$ cat src/rtl/hwpe_stream_package.sv
// Shared HWPE-Stream helpers: low-aligned strobe masks and a prefix-shape check.
package hwpe_stream_package;

  localparam int unsigned StrbMaxNb = 64;

  // Returns a mask with the lowest min(count, nb) bits set.
  function automatic logic [StrbMaxNb-1:0] hwpe_stream_prefix_strb(input int unsigned count,
                                                                   input int unsigned nb);
    logic [StrbMaxNb-1:0] mask;
    for (int unsigned i = 0; i < StrbMaxNb; i++) begin
      mask[i] = (i < count) && (i < nb);
    end
    return mask;
  endfunction

  // A strobe is a prefix when its ones form one run starting at bit 0.
  function automatic logic hwpe_stream_strb_is_prefix(input logic [StrbMaxNb-1:0] strb);
    return ((strb + StrbMaxNb'(1)) & strb) == '0;
  endfunction

endpackage

$ cat src/rtl/hwpe_stream_intf_stream.sv
// HWPE-Stream handshake bundle: valid/ready with byte strobes.
interface hwpe_stream_intf_stream #(
  parameter int unsigned DATA_WIDTH = 32
);

  logic                    valid;
  logic                    ready;
  logic [DATA_WIDTH-1:0]   data;
  logic [DATA_WIDTH/8-1:0] strb;

  modport source (output valid, output data, output strb, input ready);
  modport sink   (input valid, input data, input strb, output ready);

endinterface

$ cat src/rtl/hwpe_stream_strb_popcount.sv
// Counts set bits of a byte-strobe vector.
module hwpe_stream_strb_popcount #(
  parameter  int unsigned NB = 4,
  localparam int unsigned CW = $clog2(NB + 1)
) (
  input  logic [NB-1:0] strb_i,
  output logic [CW-1:0] count_o
);

  always_comb begin
    count_o = '0;
    for (int i = 0; i < NB; i++) begin
      count_o = count_o + CW'(strb_i[i]);
    end
  end

endmodule

$ cat src/rtl/hwpe_stream_strb_packer.sv
// Repacks prefix-strobed beats into dense full words; flush emits the residual
// bytes as one partial word with a prefix strobe.
module hwpe_stream_strb_packer
  import hwpe_stream_package::*;
#(
  parameter int unsigned DATA_WIDTH = 32
) (
  input  logic                   clk_i,
  input  logic                   rst_ni,
  input  logic                   test_mode_i,
  input  logic                   clear_i,
  input  logic                   flush_i,
  output logic                   idle_o,
  hwpe_stream_intf_stream.sink   push_i,
  hwpe_stream_intf_stream.source pop_o
);

  localparam int unsigned NB = DATA_WIDTH / 8;
  localparam int unsigned FW = $clog2(NB);
  localparam int unsigned CW = $clog2(NB + 1);
  localparam int unsigned SW = FW + 2;

  typedef enum logic {StPack, StFlush} state_e;

  state_e                  r_state, w_state_next;
  logic [FW-1:0]           r_fill, w_fill_next;
  logic [DATA_WIDTH-1:0]   r_acc, w_acc_next;
  logic                    r_out_valid, w_out_valid_next;
  logic [DATA_WIDTH-1:0]   r_out_data, w_out_data_next;
  logic [NB-1:0]           r_out_strb, w_out_strb_next;

  logic [CW-1:0]           w_k;
  logic [NB-1:0]           w_k_mask, w_fill_mask;
  logic [DATA_WIDTH-1:0]   w_byte_mask;
  logic [2*DATA_WIDTH-1:0] w_comb;
  logic [SW-1:0]           w_sum;
  logic                    w_out_free, w_push_ready, w_push_fire;
  logic                    w_unused_test_mode;

  assign w_unused_test_mode = test_mode_i;

  hwpe_stream_strb_popcount #(
    .NB (NB)
  ) i_popcount (
    .strb_i  (push_i.strb),
    .count_o (w_k)
  );

  // Only the lowest k bytes are trusted, even if the strobe is malformed.
  always_comb begin
    w_k_mask    = NB'(hwpe_stream_prefix_strb(32'(w_k), NB));
    w_fill_mask = NB'(hwpe_stream_prefix_strb(32'(r_fill), NB));
    for (int i = 0; i < NB; i++) begin
      w_byte_mask[8*i +: 8] = {8{w_k_mask[i]}};
    end
  end

  assign w_comb = {{DATA_WIDTH{1'b0}}, r_acc}
                | ({{DATA_WIDTH{1'b0}}, push_i.data & w_byte_mask} << {r_fill, 3'b000});
  assign w_sum  = SW'(r_fill) + SW'(w_k);

  assign w_out_free   = ~r_out_valid | pop_o.ready;
  assign w_push_ready = w_out_free & (r_state == StPack);
  assign w_push_fire  = push_i.valid & w_push_ready;

  always_comb begin
    w_state_next     = r_state;
    w_fill_next      = r_fill;
    w_acc_next       = r_acc;
    w_out_valid_next = r_out_valid & ~pop_o.ready;
    w_out_data_next  = r_out_data;
    w_out_strb_next  = r_out_strb;
    if (clear_i) begin
      w_state_next     = StPack;
      w_fill_next      = '0;
      w_acc_next       = '0;
      w_out_valid_next = 1'b0;
      w_out_data_next  = '0;
      w_out_strb_next  = '0;
    end else begin
      case (r_state)
        StPack: begin
          if (w_push_fire && (w_k != '0)) begin
            if (w_sum >= SW'(NB)) begin
              w_out_data_next  = w_comb[DATA_WIDTH-1:0];
              w_out_strb_next  = '1;
              w_out_valid_next = 1'b1;
              w_acc_next       = w_comb[2*DATA_WIDTH-1:DATA_WIDTH];
              w_fill_next      = FW'(w_sum - SW'(NB));
            end else begin
              w_acc_next  = w_comb[DATA_WIDTH-1:0];
              w_fill_next = FW'(w_sum);
            end
          end
          // Flush looks at the fill after this cycle's push has been absorbed.
          if (flush_i && (w_fill_next != '0)) begin
            w_state_next = StFlush;
          end
        end
        StFlush: begin
          if (w_out_free) begin
            w_out_data_next  = r_acc;
            w_out_strb_next  = w_fill_mask;
            w_out_valid_next = 1'b1;
            w_fill_next      = '0;
            w_acc_next       = '0;
            w_state_next     = StPack;
          end
        end
        default: w_state_next = StPack;
      endcase
    end
  end

  always_ff @(posedge clk_i or negedge rst_ni) begin
    if (!rst_ni) begin
      r_state     <= StPack;
      r_fill      <= '0;
      r_acc       <= '0;
      r_out_valid <= 1'b0;
      r_out_data  <= '0;
      r_out_strb  <= '0;
    end else begin
      r_state     <= w_state_next;
      r_fill      <= w_fill_next;
      r_acc       <= w_acc_next;
      r_out_valid <= w_out_valid_next;
      r_out_data  <= w_out_data_next;
      r_out_strb  <= w_out_strb_next;
    end
  end

  assign push_i.ready = w_push_ready;
  assign pop_o.valid  = r_out_valid;
  assign pop_o.data   = r_out_data;
  assign pop_o.strb   = r_out_strb;
  assign idle_o       = (r_state == StPack) & (r_fill == '0) & ~r_out_valid;

  a_prefix_strb : assert property (@(posedge clk_i) disable iff (!rst_ni)
    push_i.valid |-> hwpe_stream_strb_is_prefix(64'(push_i.strb)));

endmodule

$ cat src/flat_wrapper.sv
// flat-port wrapper written by rule: the top's interface ports become plain ports
module hwpe_stream_strb_packer_flat import hwpe_stream_package::*;
#(
  parameter int unsigned DATA_WIDTH = 32
)
  (clk_i, rst_ni, test_mode_i, clear_i, flush_i, idle_o, push_i_valid, push_i_data, push_i_strb, push_i_ready, pop_o_valid, pop_o_data, pop_o_strb, pop_o_ready);
  hwpe_stream_intf_stream #(.DATA_WIDTH(DATA_WIDTH)) push_i_i ();
  hwpe_stream_intf_stream #(.DATA_WIDTH(DATA_WIDTH)) pop_o_i ();
  input  logic clk_i;
  input  logic rst_ni;
  input  logic test_mode_i;
  input  logic clear_i;
  input  logic flush_i;
  output logic idle_o;
  input wire logic [$bits(push_i_i.valid)-1:0] push_i_valid;
  input wire logic [$bits(push_i_i.data)-1:0] push_i_data;
  input wire logic [$bits(push_i_i.strb)-1:0] push_i_strb;
  output wire logic [$bits(push_i_i.ready)-1:0] push_i_ready;
  output wire logic [$bits(pop_o_i.valid)-1:0] pop_o_valid;
  output wire logic [$bits(pop_o_i.data)-1:0] pop_o_data;
  output wire logic [$bits(pop_o_i.strb)-1:0] pop_o_strb;
  input wire logic [$bits(pop_o_i.ready)-1:0] pop_o_ready;
  assign push_i_i.valid = push_i_valid;
  assign push_i_i.data = push_i_data;
  assign push_i_i.strb = push_i_strb;
  assign push_i_ready = push_i_i.ready;
  assign pop_o_valid = pop_o_i.valid;
  assign pop_o_data = pop_o_i.data;
  assign pop_o_strb = pop_o_i.strb;
  assign pop_o_i.ready = pop_o_ready;
  hwpe_stream_strb_packer #(.DATA_WIDTH(DATA_WIDTH)) u_core (.clk_i(clk_i), .rst_ni(rst_ni), .test_mode_i(test_mode_i), .clear_i(clear_i), .flush_i(flush_i), .idle_o(idle_o), .push_i(push_i_i), .pop_o(pop_o_i));
endmodule
$ cat config.mk
export PLATFORM = sky130hd
export DESIGN_NAME = hwpe_stream_strb_packer_flat
export DESIGN_NICKNAME = d
export VERILOG_FILES = /design/src/rtl/hwpe_stream_package.sv /design/src/rtl/hwpe_stream_intf_stream.sv /design/src/rtl/hwpe_stream_strb_popcount.sv /design/src/rtl/hwpe_stream_strb_packer.sv /design/src/flat_wrapper.sv
export SDC_FILE = /design/constraint.sdc
export NUM_CORES = 1
export LEC_CHECK = 0
export ABC_AREA = 0
export ABC_CLOCK_PERIOD_IN_PS = 2350
export BUFFER_PORTS_ARGS = -buffer_cell sky130_fd_sc_hd__buf_2
export CAP_MARGIN = 20
export CORE_MARGIN = 4
export CORE_UTILIZATION = 37
export CTS_CLUSTER_DIAMETER = 80
export CTS_CLUSTER_SIZE = 24
export DETAILED_ROUTE_END_ITERATION = 8
export HOLD_SLACK_MARGIN = 0.12
export PLACE_DENSITY = 0.68
export SLEW_MARGIN = 20
export SYNTH_ARGS = -nofsm -noshare
export SYNTH_HDL_FRONTEND = slang
export SYNTH_SLANG_ARGS = --single-unit
$ cat constraint.sdc
create_clock -name clk_i -period 2.35 [get_ports clk_i]
set_clock_uncertainty 0.1 [all_clocks]
set_input_delay 0.3525 -clock clk_i [delete_from_list [all_inputs] [get_ports clk_i]]
set_output_delay 0.3525 -clock clk_i [all_outputs]
set_load 0.01 [all_outputs]
# Word level (Yosys, flattened, before mapping)
# Index checks and enable logic that the tools add are counted.
# totals
reg_bits	72
out_inout_bits	39
wordCells	72
# op_classes
n_addsub	5
n_lt_le_gt_ge	8
n_eq_ne	3
n_shift	1
mux	31
bitwise	11
reduce_logical	7
# ops
cell	n
two-way mux 32 bit	8
one-hot mux 32 bit (2 select lines)	2
OR 32 x 64 -> 64 bit	1
<< shifter 32 x 5 -> 64 bit	1
AND 32 bit	1
two-way mux 4 bit	4
two-way mux 2 bit	6
inequality test 3 bit (second input constant)	3
one-hot mux 4 bit (2 select lines)	1
two-way mux 1 bit	7
less-than comparator 1 x 3 -> 1 bit (first input constant)	2
less-than comparator 2 x 3 -> 1 bit (first input constant)	2
AND 1 bit	5
adder 2 x 3 -> 4 bit	1
>= comparator 4 x 3 -> 1 bit (second input constant)	1
less-than comparator 1 x 2 -> 1 bit (first input constant)	2
one-hot mux 1 bit (2 select lines)	2
one-hot mux 2 bit (2 select lines)	1
adder 2 x 1 -> 3 bit	1
adder 3 x 1 -> 3 bit	1
NOT 1 bit	3
AND reduction 3 bit	1
nonzero test 3 bit	1
adder 1 x 1 -> 2 bit	1
other kinds (7)	8

# Depth between registers and ports, before layout
# logic_depth
ltp_word	14
mapped_depth	13
depth_no_buf	10

# Modules after synthesis
# From an unflattened synthesis, not the netlist that was laid out.
# hier_totals
hier_cells	510
hier_area_um2	4728.3
# by_module_without_submodules
module	n_inst	cells_per_inst	area_per_inst_um2	seq_area_each_um2
hwpe_stream_strb_packer	1	507	4683.2	1801.7
hwpe_stream_strb_popcount	1	3	45.0	0.0

# Worst setup path before layout
# No wires, ideal clock.
# synth_path
path_kind	input-to-reg
startpoint	input port push_i_strb[0]
endpoint	register u_core.r_out_strb[3], in the netlist u_core.pop_o.strb[3]
setup_time_ps	127
t_arrival_ps	2956
t_required_ps	2123
setup_slack_ps	-834
cell_stages	11
path_buffers	2
cell_sequence	fa_1 ha_1 ha_1 inv_1 fa_1 a211oi_1 mux2i_1 buf_4 a21o_1 buf_4 mux2_1
# synth_between
elab_chain_cells	7
elab_cells_between_ends	10
# synth_lines
element	line_no	rtl
start: declaration	flat_wrapper.sv:17	input wire logic [$bits(push_i_i.strb)-1:0] push_i_strb;
adder 1 x 1 -> 2 bit *	hwpe_stream_strb_popcount.sv:13	count_o = count_o + CW'(strb_i[i]);
adder 2 x 1 -> 3 bit *	hwpe_stream_strb_popcount.sv:13	
adder 3 x 1 -> 3 bit *	hwpe_stream_strb_popcount.sv:13	
adder 2 x 3 -> 4 bit / nonzero test 3 bit (equally long branches)	hwpe_stream_strb_packer.sv:60, hwpe_stream_strb_packer.sv:83	
>= comparator 4 x 3 -> 1 bit / logical AND 1 bit (equally long branches)	hwpe_stream_strb_packer.sv:84, hwpe_stream_strb_packer.sv:83	
inequality test 3 bit (no line)	n/a	
AND reduction 3 bit (no line) *	n/a	
end signal: assignment	hwpe_stream_strb_packer.sv:129	r_out_strb <= w_out_strb_next;
end: declaration	hwpe_stream_strb_packer.sv:30	logic [NB-1:0] r_out_strb, w_out_strb_next;
# Mark *: on every way between the ends. The rest lies on a longest branch, timed or not.
# A chain may end at the register's enable or synchronous reset.

# Worst setup path in the final report
# layout_path
startpoint	input port push_i_strb[0]
endpoint	register u_core.r_acc[6]
# layout_between
elab_chain_cells	11
elab_cells_between_ends	20
# layout_lines
element	line_no	rtl
adder 1 x 1 -> 2 bit *	hwpe_stream_strb_popcount.sv:13	
adder 2 x 1 -> 3 bit *	hwpe_stream_strb_popcount.sv:13	
adder 3 x 1 -> 3 bit *	hwpe_stream_strb_popcount.sv:13	
less-than comparator 1 x 3 -> 1 bit / less-than comparator 2 x 3 -> 1 bit (equally long branches)	hwpe_stream_package.sv:11	mask[i] = (i < count) && (i < nb);
AND 32 bit	hwpe_stream_strb_packer.sv:59	| ({{DATA_WIDTH{1'b0}}, push_i.data & w_byte_mask} << {r_fill, 3'b000});
<< shifter 32 x 5 -> 64 bit	hwpe_stream_strb_packer.sv:59	
OR 32 x 64 -> 64 bit	hwpe_stream_strb_packer.sv:59	
two-way mux 32 bit	hwpe_stream_strb_packer.sv:84	if (w_sum >= SW'(NB)) begin
two-way mux 32 bit	hwpe_stream_strb_packer.sv:83	if (w_push_fire && (w_k != '0)) begin
one-hot mux 32 bit (2 select lines)	hwpe_stream_strb_packer.sv:81	case (r_state)
two-way mux 32 bit	hwpe_stream_strb_packer.sv:73	if (clear_i) begin
end signal: assignment	hwpe_stream_strb_packer.sv:126	r_acc <= w_acc_next;
end: declaration	hwpe_stream_strb_packer.sv:27	logic [DATA_WIDTH-1:0] r_acc, w_acc_next;
# Mark *: on every way between the ends. The rest lies on a longest branch, timed or not. The select of a mux whose other input is x is not followed.

==> impl_metrics.json <==
{
  "via_count": 4262,
  "critPathArrivalTime_ns": 2.92,
  "grt_overflow": 0,
  "place_ws_ns": -0.952,
  "cts_tree": "built",
  "fin_setup_tns_ns": -25.18,
  "place_hpwl_mm": 9.96,
  "cp_top_family": "adder cells",
  "postSynthCellCount": 466,
  "hp-class": "input pin to flip-flop",
  "drc_errors": 0,
  "holdWs_ns": 0.232,
  "synthFlopType": "dfrtp_1",
  "fin_util_pct": 54.7,
  "status": "finished with violations",
  "grt_max_degree": 50,
  "drv_slew": 0,
  "cts_made_buffers": 9,
  "path_max_fanout": 13,
  "setup_violations": 72,
  "final_cell_count_no_fill": 727,
  "synth_seq_area_share_pct": 43.0,
  "wl_per_cell_um": 20.5,
  "finalCritPeriodShare_pct": 119,
  "final_layout_size_suffix_gt1_share_pct": 38.5,
  "wl_met2_mm": 7.01,
  "startpoint": "push_i_strb[0]",
  "ioPinCount": 82,
  "cts.htree.levels": 3,
  "powerDensity_nw_per_um2": 961,
  "grt_antenna_before_repair": 0,
  "dieArea_um2": 13100,
  "postLayoutSetupSlackWorst_ns": -0.447,
  "fmax_mhz": 358,
  "drv_cap": 0,
  "synth_warnings": 0,
  "totalWireLength_mm": 14.9,
  "wl_met1_mm": 6.39,
  "worst_pin_slew_ns": 1.08,
  "cp-start-kind": "input pin",
  "routabilityCongestion": 0.938,
  "met3_length_mm": 1.36,
  "worstSkewPairLatency_ns": 0.34,
  "synth_edf_count": 0,
  "violations": "setup timing",
  "initial_core_util_pct": 38.2,
  "top_layer_used": "met4",
  "die_w_um": 114,
  "critical_path_required_ns": 2.48,
  "r2r-start": "u_core.r_fill[0]$_DFFE_PN0P_",
  "synth.area.top_cells": "dfrtp_1 (43%), a21oi_1 (8.1%), nor2_1 (5.6%)",
  "fillers": 961,
  "fin_crit_ns": 2.80,
  "rows": 38,
  "min_from": "flush_i",
  "yosysTopAreaCellShare_pct": 43.0,
  "relSlewSlack_pct": 27.7,
  "cp_cell_sequence": "buf_6 > fa_1 > ha_4 > ha_4 > inv_2 > fa_2 > buf_4 > mux2i_4 > a21oi_4 > buf_4 > clkbuf_16 > a221oi_2 > nor2_1",
  "hold_violations": 0,
  "ys_seq_elements": 72,
  "worstSetupPathType": "input pin to flip-flop",
  "grt_pass1_vias": 4179,
  "grt_pass1_wl_mm": 22.7,
  "cts_buffer_depth": 2,
  "core_region_area_um2": 11000,
  "vias_per_cell": 5.86,
  "clkTransAtPathRegs_ns": 0.06,
  "synth_area_um2": 4190,
  "root_buffer": "clkbuf_16",
  "initialDrtViolationCount": 345,
  "final_nets": 633,
  "clock_sinks": 72,
  "max_stage_delay_ns": 0.51,
  "ys_async_sr_fraction_pct": 100,
  "grt_usage_pct": 22.3,
  "synth_nets": 516,
  "ant_nets": 0,
  "rsz0062_at_grt": "yes",
  "die_h_um": 114,
  "port_buffers": 80,
  "cp-end-kind": "flip-flop",
  "yosysTopAreaCell": "dfrtp_1",
  "leakage_nw": 2.81,
  "vdd_drop_max_v": 0.000463,
  "worst-path-buf-inv": 5,
  "area_growth_pct": 43.3,
  "detail_route.first_pass.iterations": 5,
  "cpMaxStageDelayCell": "fa_1",
  "num_antenna_cells": 0,
  "placed_cells": 696,
  "synth_cell_types": 42,
  "post_synth.cell_area_avg_um2": 8.99
}
[synth_stat cells, drive strengths merged, types with 9 or more instances]
master and instances:
a21o 20, a21oi 69, a22o 16, a32oi 9
buf 20, clkbuf 16, dfrtp 72, inv 21
nand2 28, nand2b 19, nor2 63, o21ai 17
o22ai 9
[power by group]
| group | internal, mW | switching [mW] | leakage [nW] |
|---|---|---|---|
| registers | 1.54 | 0.200 | 0.943 |
| clock network | 1.14 | 0.542 | 0.171 |
| logic | 1.06 | 1.29 | 1.70 |
[through the flow]
step                area [um2]  power, mW
floorplan                 4310       2.97
global placement          5070       3.66
detailed placement        5070       3.71
CTS                       5770       5.59
global route              6000       6.07
finish                    6000       5.77
[per-layer routing]
| metal | global-route usage [%] | vias to the layer above |
|---|---|---|
| met5 | 0 | - |
| met4 | 4.91 | 0 |
| met3 | 5.71 | 18 |
| met2 | 34.5 | 205 |
| met1 | 31.6 | 2092 |
| li1 | - | 1947 |
[worst min-delay path: stages]
cell and delay (ns):
buf_2 0.09, nor2_1 0.11, a2111oi_2 0.07
[cell usage in the layout, fill, tap and decap left out, drive strengths merged, types with 3 or more instances in the layout]
cell and count:
buf 139, dfrtp 72, a21oi 69, nor2 63, nand2 28, inv 21, a21o 20, nand2b 19
o21ai 17, a22o 16, clkbuf 11, a32oi 9, o22ai 9, a32o 8, a22oi 8, a31oi 8
o211ai 8, a221o 8, a221oi 8, o31ai 8, ha 5, bufinv 4, nor2b 4, nor3 4
a211oi 3, nor3b 3
[cell type report]
class | count | area, um2 | area share [%]
flip-flops and latches | 72 | 1800 | 30.0
clock inverters | 6 | 133 | 2.21
inverters | 21 | 78.8 | 1.31
repair buffers | 142 | 1060 | 17.7
clock buffers | 9 | 225 | 3.75
well taps | 140 | 175 | 2.92
multi-input cells | 337 | 2530 | 42.1
[path summary, 6_finish.rpt]
kind,slack [ns],to,cells after the start
setup / recovery,-0.45,u_core.r_acc[6]$_DFFE_PN0P_,13
hold reg to reg,0.38,u_core.pop_o.strb[0]$_DFFE_PN0P_,1
hold / removal,0.23,u_core.r_state$_DFF_PN0_,3
max in group asynchronous,1.13,u_core.r_acc[21]$_DFFE_PN0P_,3
setup reg to reg,0.05,u_core.r_acc[6]$_DFFE_PN0P_,10
min in group asynchronous,0.44,u_core.r_fill[0]$_DFFE_PN0P_,3
[registers in the layout (all words and copies together), names as in the netlist]
name,count
u_core.pop_o.valid,1
u_core.r_state,1
u_core.r_acc,32
u_core.r_fill,2
u_core.pop_o.data,32
u_core.pop_o.strb,4
[kinds of logic after synthesis]
kind of cell	count (synthesis)	share of synthesized area (%)
buffers and inverters	57	6.72
AND/OR/NAND/NOR	126	14.3
AO/OA/AOI/OAI	201	32.7
flip-flops	72	43.0
multiplexers	3	0.776
adder cells (fa/ha/maj)	7	2.45
[repair_timing]
action / CTS / global route
endpoints found under the setup margin: 70 / 72
cloned: 4 / 3
gates resized for setup: 37 / 40
buffers inserted: 7 / 3
hold buffers: 1 / 0
hold endpoints to repair: 72 / 0
pin swaps: 8 / 30
Power figures use the tool's default switching activity.
